### src/rtl/xillybus_ap_fifo_bridge.sv
// rtl/xillybus_ap_fifo_bridge.sv - Xillybus stream to HLS ap_fifo bridge with per-direction FIFOs
module xillybus_ap_fifo_bridge #(
  parameter int DATA_W = 128,
  parameter int ADDR_W = 4
) (
  input  logic              bus_clk,
  input  logic              user_reset,
  input  logic              user_w_wren,
  input  logic [DATA_W-1:0] user_w_data,
  output logic              user_w_full,
  input  logic              user_w_open,
  output logic [DATA_W-1:0] ap_dout,
  output logic              ap_empty_n,
  input  logic              ap_read,
  input  logic [DATA_W-1:0] ap_din,
  output logic              ap_full_n,
  input  logic              ap_write,
  input  logic              user_r_rden,
  output logic [DATA_W-1:0] user_r_data,
  output logic              user_r_empty,
  output logic              user_r_eof,
  input  logic              user_r_open,
  input  logic              ap_done,
  output logic [31:0]       w_count,
  output logic [31:0]       r_count
);

  localparam int DEPTH = 1 << ADDR_W;
  localparam logic [ADDR_W:0] FULL_CNT = (ADDR_W+1)'(DEPTH);

  logic [DATA_W-1:0] d_mem [DEPTH];
  logic [DATA_W-1:0] u_mem [DEPTH];

  logic [ADDR_W-1:0] d_wr_ptr_q, d_wr_ptr_d, d_rd_ptr_q, d_rd_ptr_d;
  logic [ADDR_W-1:0] u_wr_ptr_q, u_wr_ptr_d, u_rd_ptr_q, u_rd_ptr_d;
  logic [ADDR_W:0]   d_cnt_q, d_cnt_d, u_cnt_q, u_cnt_d;
  logic [DATA_W-1:0] r_data_q, r_data_d;
  logic              done_q, done_d;
  logic [31:0]       w_count_q, w_count_d, r_count_q, r_count_d;
  logic              w_open_q, r_open_q;

  logic d_full, d_empty, u_full, u_empty;
  logic d_wr, d_rd, u_wr, u_rd, w_rise, r_rise;

  assign d_full  = (d_cnt_q == FULL_CNT);
  assign d_empty = (d_cnt_q == '0);
  assign u_full  = (u_cnt_q == FULL_CNT);
  assign u_empty = (u_cnt_q == '0);
  assign w_rise  = user_w_open && !w_open_q;
  assign r_rise  = user_r_open && !r_open_q;

  // A reopen of the read stream flushes the UFIFO, so its strobes that cycle are dropped.
  assign d_wr = user_w_wren && !d_full;
  assign d_rd = ap_read && !d_empty;
  assign u_wr = ap_write && !u_full && !r_rise;
  assign u_rd = user_r_rden && !u_empty && !r_rise;

  always_comb begin
    d_wr_ptr_d = d_wr_ptr_q + ADDR_W'(d_wr);
    d_rd_ptr_d = d_rd_ptr_q + ADDR_W'(d_rd);
    d_cnt_d    = d_cnt_q + (ADDR_W+1)'(d_wr) - (ADDR_W+1)'(d_rd);
    u_wr_ptr_d = u_wr_ptr_q + ADDR_W'(u_wr);
    u_rd_ptr_d = u_rd_ptr_q + ADDR_W'(u_rd);
    u_cnt_d    = u_cnt_q + (ADDR_W+1)'(u_wr) - (ADDR_W+1)'(u_rd);
    r_data_d   = u_rd ? u_mem[u_rd_ptr_q] : r_data_q;
    done_d     = r_rise ? 1'b0 : (done_q || ap_done);
    w_count_d  = w_rise ? 32'd0 : w_count_q + 32'(d_wr);
    r_count_d  = r_rise ? 32'd0 : r_count_q + 32'(u_rd);
    if (r_rise) begin
      u_wr_ptr_d = '0;
      u_rd_ptr_d = '0;
      u_cnt_d    = '0;
    end
  end

  always_ff @(posedge bus_clk) begin
    if (user_reset) begin
      d_wr_ptr_q <= '0;
      d_rd_ptr_q <= '0;
      d_cnt_q    <= '0;
      u_wr_ptr_q <= '0;
      u_rd_ptr_q <= '0;
      u_cnt_q    <= '0;
      r_data_q   <= '0;
      done_q     <= 1'b0;
      w_count_q  <= '0;
      r_count_q  <= '0;
      w_open_q   <= 1'b0;
      r_open_q   <= 1'b0;
    end else begin
      d_wr_ptr_q <= d_wr_ptr_d;
      d_rd_ptr_q <= d_rd_ptr_d;
      d_cnt_q    <= d_cnt_d;
      u_wr_ptr_q <= u_wr_ptr_d;
      u_rd_ptr_q <= u_rd_ptr_d;
      u_cnt_q    <= u_cnt_d;
      r_data_q   <= r_data_d;
      done_q     <= done_d;
      w_count_q  <= w_count_d;
      r_count_q  <= r_count_d;
      w_open_q   <= user_w_open;
      r_open_q   <= user_r_open;
    end
  end

  always_ff @(posedge bus_clk) begin
    if (!user_reset && d_wr) d_mem[d_wr_ptr_q] <= user_w_data;
    if (!user_reset && u_wr) u_mem[u_wr_ptr_q] <= ap_din;
  end

  assign user_w_full  = d_full;
  assign ap_empty_n   = !d_empty;
  assign ap_dout      = d_mem[d_rd_ptr_q];
  assign ap_full_n    = !u_full;
  assign user_r_empty = u_empty;
  assign user_r_data  = r_data_q;
  assign user_r_eof   = done_q && u_empty && user_r_open;
  assign w_count      = w_count_q;
  assign r_count      = r_count_q;

endmodule

### config.mk
export PLATFORM = sky130hd
export DESIGN_NAME = xillybus_ap_fifo_bridge
export DESIGN_NICKNAME = d
export VERILOG_FILES = /design/src/rtl/xillybus_ap_fifo_bridge.sv
export SDC_FILE = /design/constraint.sdc
export NUM_CORES = 2
export LEC_CHECK = 0
export CAP_MARGIN = 25
export CORE_MARGIN = 10
export CORE_UTILIZATION = 43
export CTS_BUF_LIST = sky130_fd_sc_hd__clkbuf_16
export CTS_CLUSTER_SIZE = 25
export DETAILED_ROUTE_END_ITERATION = 8
export PLACE_DENSITY = 0.58
export SLEW_MARGIN = 20
export SYNTH_ARGS = -nofsm -noshare
export SYNTH_HDL_FRONTEND = slang
export SYNTH_SLANG_ARGS = --single-unit
### constraint.sdc
create_clock -name bus_clk -period 14.3 [get_ports bus_clk]
set_input_delay 3.575 -clock bus_clk [delete_from_list [all_inputs] [get_ports bus_clk]]
set_output_delay 3.575 -clock bus_clk [all_outputs]
set_load 0.02 [all_outputs]
==> Word level (Yosys, flattened, before mapping) <==
Memory sizes are Yosys's and may differ from the RTL's. A register that Yosys moved wholly into a read port is not among the register bits.
Cells that the tools add are included.
{ "classes": {"n_lt_le_gt_ge": 0, "n_addsub": 10, "eq_ne": 2, "mul": 0, "n_mux": 5, "div": 0, "n_shift": 0, "bitwise": 0, "n_reduce_logical": 25} }
{ "op_table": {"columns": ["cell", "count"], "rows": [
  ["adder 32 x 1 -> 32 bit", 2],
  ["adder 4 x 1 -> 4 bit", 4],
  ["logical AND 1 bit", 12],
  ["adder 5 x 1 -> 5 bit", 2],
  ["== test 5 bit (second input constant)", 2],
  ["logical NOT 5 bit", 2],
  ["subtractor 5 x 1 -> 5 bit", 2],
  ["logical NOT 1 bit", 8],
  ["two-way mux 1 bit", 4],
  ["two-way mux 4 bit", 1],
  ["OR reduction 2 bit", 2],
  ["logical OR 1 bit", 1]
]} }
{ "totals": {"wordCells": 55, "ramBits": 4096, "output_inout_bits": 325, "mem_bits_ro": 0, "register_bits": 93, "memories": 2, "input_bits": 265, "latchBits": 0} }
{ "mem_list": {"columns": ["memory", "depth", "word_bits", "read_ports", "rd_ports_with_merged_regs", "wr", "line_no", "source"], "rows": [
  ["d_mem", 16, 128, 1, 1, 1, "31", "logic [DATA_W-1:0] d_mem [DEPTH];"],
  ["u_mem", 16, 128, 1, 1, 1, "32", "logic [DATA_W-1:0] u_mem [DEPTH];"]
]} }

==> Logic depth before layout (Yosys ltp) <==
{ "logic_depth": {"word_depth": 7, "ltp_mapped": 16, "depth_no_buf": 14} }

==> Worst setup path after synthesis <==
No wires, ideal clock.
{ "synth_timing": {"path_kind": "input to register", "from": "input user_r_open", "to": "memory u_mem[2][0], enable pin", "t_arrival_ps": 13312, "t_required_ps": 13528, "path_buffers": 1, "setup_ps": 772, "stages": 5, "path_slack_ps": 216, "cell_sequence": "nand2b_1 buf_2 nand3_1 or4b_2 nor3_1"} }
{ "synth_between": {"elab_chain_cells": 6} }
{ "synth_rtl": {"columns": ["element", "line_no", "source"], "rows": [
  ["from (decl)", "22", "input logic user_r_open,"],
  ["logical AND 1 bit", "50", "assign r_rise = user_r_open && !r_open_q;"],
  ["logical NOT 1 bit", "55", "assign u_wr = ap_write && !u_full && !r_rise;"],
  ["logical AND 1 bit", "55", null],
  ["logical AND 1 bit", "108", "if (!user_reset && u_wr) u_mem[u_wr_ptr_q] <= ap_din;"],
  ["two-way mux 1 bit", "108", null],
  ["two-way mux 1 bit (implied by the code)", "108", null],
  ["to (decl)", "32", null]
]} }
No other way between the ends.

==> results by group <==
Critical path
  – Arrival time worst endpoint: 5.20 ns
  – Reg-to-Reg Start: u_cnt_q[3]$_SDFF_PP0_
  – Crit. End Element: output pin
  – Critical Path Start: d_rd_ptr_q[1]$_SDFF_PP0_
  – Worst Path Required: 10.72 ns
  – CP Max Fanout: 156
  – WS Path Type: reg2out
  – Crit path launch type: flip-flop

STA
  – Max-slew violations: 0
  – Tcrit/Tclk final: 61.3%
  – Fmax: 114 MHz
  – Worst Skew: 0.0701 ns
  – Final setup TNS: 0 ns
  – Final hold viol count: 0
  – Post-route minimum period: 8.77 ns
  – Hold Slack: 0.481 ns
  – Actual slew at the worst max-slew pin: 1.08 ns
  – RSZ-0062 raised after global routing: false
  – # setup viols final: 0
  – Slew headroom: 27.8%

Cells and area
  – Area Growth Syn to Fin: 16.3%
  – Layout cell share with drive strength beyond 1: 23.0%
  – Final Core Density: 50.2%
  – Fillers: 29.7k
  – Final net count: 8090

Routing
  – Vias per cell: 5.75
  – DR DRC count: 0
  – Drt total wl: 404000 µm
  – WL/cell: 30.6 µm
  – DR vias: 75.9k
  – Iteration count of the initial detailed-routing pass: 5
  – DR iter-0 viols: 6728
  – Antenna Nets Post-Route: 0

Synth
  – Largest family of logic cells by synthesized area: multiplexers
  – Post-synth top area share: 75.7%
  – Mapped Area: 0.162 mm²
  – Sequential-to-total area share from yosys stat: 78.4%
  – Top FF cell, synth: edfxtp_1
  – Synth top area cells: edfxtp_1 76%, mux4_2 15%, dfxtp_1 2.7%, mux2i_1 1.2%, a211oi_1 0.51%
  – Post-synth ARST share: 0%
  – XOR/XNOR Fraction of Synth Area: 0.205%
  – Yosys warning count: 0
  – Synth area leader: edfxtp_1
  – Fraction of the mapped netlist area in compound gates: 1.48%
  – Post-Syn Nets: 7319
  – Multiplexer area fraction after synthesis: 16.5%
  – Syn Area/Cell: 23.1 µm²
  – Adder-cell share of the synthesized area: 0.209%
  – Cell with the most instances after synthesis: edfxtp_1
  – Synthesized-area fraction occupied by and/or/nand/nor cells: 2.08%
  – Commonest cells post-synth: 4096 x edfxtp_1, 1101 x mux4_2, 221 x dfxtp_1, 208 x clkbuf_1, 199 x mux2i_1
  – Synth cell types: 51
  – Register bit total from synthesis: 4317
  – EDFF count, synth: 4096
  – Cells after synthesis: 7028

Global route
  – Initial antenna violation count: 102
  – Global-route wire length before repair: 580000 µm
  – Gr ovfl total: 0
  – Vias in the first global route: 79.7k
  – Largest net degree at the start of global routing: 157
  – Total Routing Usage GR: 19.7%

Pwr
  – PwrDens: 157 mW/mm²
  – Clock Power Share: 37.4%
  – Max IR drop VDD: 0.000123 V
  – Sequential share of power: 48.3%
  – Leak Pwr: 58.2 nW
  – Psw: 7.21 mW
  – Switch share: 24.3%
  – Gate power share: 14.3%
  – Int Pwr: 22.4 mW

Clocking
  – H-tree Lvls: 5
  – Worst-path clk slew: 0.06 ns
  – Number of CTS-inserted buffers: 441
  – CTS-repair resized insts: 0
  – Root Buffer: clkbuf_16
  – Clock buffer depth: 4
  – Cts hold-fix bufs: 0
  – Post-CTS setup buffers: 0
  – CTS tree: yes
  – Clk_lat worst skew: 0.99 ns
  – CTS Sinks: 4317

Place
  – Buffers on Ports: 589
  – Dpl hpwl: 201000 µm
  – Final RePlAce weighted congestion: 0.742

Run status
  – Status: finished clean

Floorplanning
  – Total die area: 0.403 mm²
  – Num rows: 225
  – Die X: 635 µm
  – CORE AREA: 0.376 mm²
  – Chip height: 635 µm
  – Top Ports: 590
  – Initial Util: 43.2%

Run
  – Max Cap Viol: 0

Hold path
  – Min-delay src: r_count[31]$_SDFF_PP0_
  – Hold Path Class: reg2reg
==> cell usage in the layout (no fill, tap or decap), drive strengths merged, types with 15 or more instances in the layout <==
master	netlist	routed
or4	20	20
buf	182	130
nand3	28	28
diode	0	36
nand3b	70	70
nor4	69	69
clkinv	0	190
a21oi	76	76
ha	24	24
dfxtp	221	221
clkbuf	208	444
nand2	37	37
a211oi	111	111
edfxtp	4096	4096
bufinv	0	33
xnor2	15	15
nor2b	123	123
o221ai	68	68
mux2i	199	199
o22ai	60	60
o31ai	16	16
and2	16	16
clkdlybuf4s50	0	588
mux4	1101	1101
nor3	15	15
nand4	25	25
xor2	23	23
inv	28	171
nor2	127	127
==> critical path, stage by stage, from the launching register on <==
cell and delay [ns]:
dfxtp_4 0.72, buf_12 0.56, buf_12 0.80, mux4_2 0.41
mux4_2 0.48, clkdlybuf4s50_1 0.74
==> state kept, by name (all words and copies together) (netlist names) <==
name	flops
d_cnt_q	5
d_mem	2048
d_rd_ptr_q	4
d_wr_ptr_q	4
done_q	1
r_count	32
r_open_q	1
u_cnt_q	5
u_mem	2048
u_rd_ptr_q	4
u_wr_ptr_q	4
user_r_data	128
w_count	32
w_open_q	1
==> final timing paths <==
| kind | end | slack [ns] | cells after the start |
|---|---|---|---|
| setup / recovery | ap_dout[85] | 5.53 | 5 |
| hold / removal | r_count[31]$_SDFF_PP0_ | 0.48 | 2 |
| setup reg to reg | u_cnt_q[4]$_SDFF_PP0_ | 9.31 | 14 |
| hold reg to reg | r_count[31]$_SDFF_PP0_ | 0.48 | 2 |
==> power groups by stage <==
stage,logic [mW],clock network [mW],registers [mW]
after floorplan,2.72,0,14.6
final,4.24,11.1,14.3
after CTS,4.37,11.3,14.3
after detailed placement,4.35,0,14.6
after global placement,4.31,0,14.6
after global routing,4.55,11.8,14.3
==> metal layers <==
layer	vias to the layer above	track usage [%]	share of wire, %	wire [µm]
li1	31630	-	-	-
met1	41239	26.2	41	164000
met5	-	0	0.079	318
met2	2299	33.5	51	204000
met3	664	3.61	6.0	24200
met4	52	5.35	2.8	11500
==> final cells by class <==
type	count	area, µm²	share of cell area [%]
repair buffers	718	7410	3.93
flip-flops and latches	4317	127000	67.5
inverters	28	114	0.0603
well taps	4994	6250	3.31
multi-input cells	2293	33500	17.7
diodes	36	90.1	0.0477
clock inverters	375	2920	1.55
clock buffers	444	11100	5.88
==> logic make-up after synthesis <==
| group | after synthesis |
|---|---|
| xor+xnor | 38 |
| fa+ha+maj | 26 |
| compound gates | 346 |
| buf+inv | 418 |
| flops | 4317 |
| simple gates | 583 |
| mux | 1300 |
==> per-stage QoR <==
step	total power, mW	worst slack, ns	std cells	instance area, µm²
6_report	29.6	5.53	13205	189000
5_1_grt	30.7	5.14	13185	189000
4_1_cts	30.0	5.30	13167	189000
3_5_place_dp	18.9	5.60	12348	175000
3_3_place_gp	18.9	5.53	12347	175000
2_1_floorplan	17.3	0.216	7028	162000
Power figures use the tool's default switching activity.
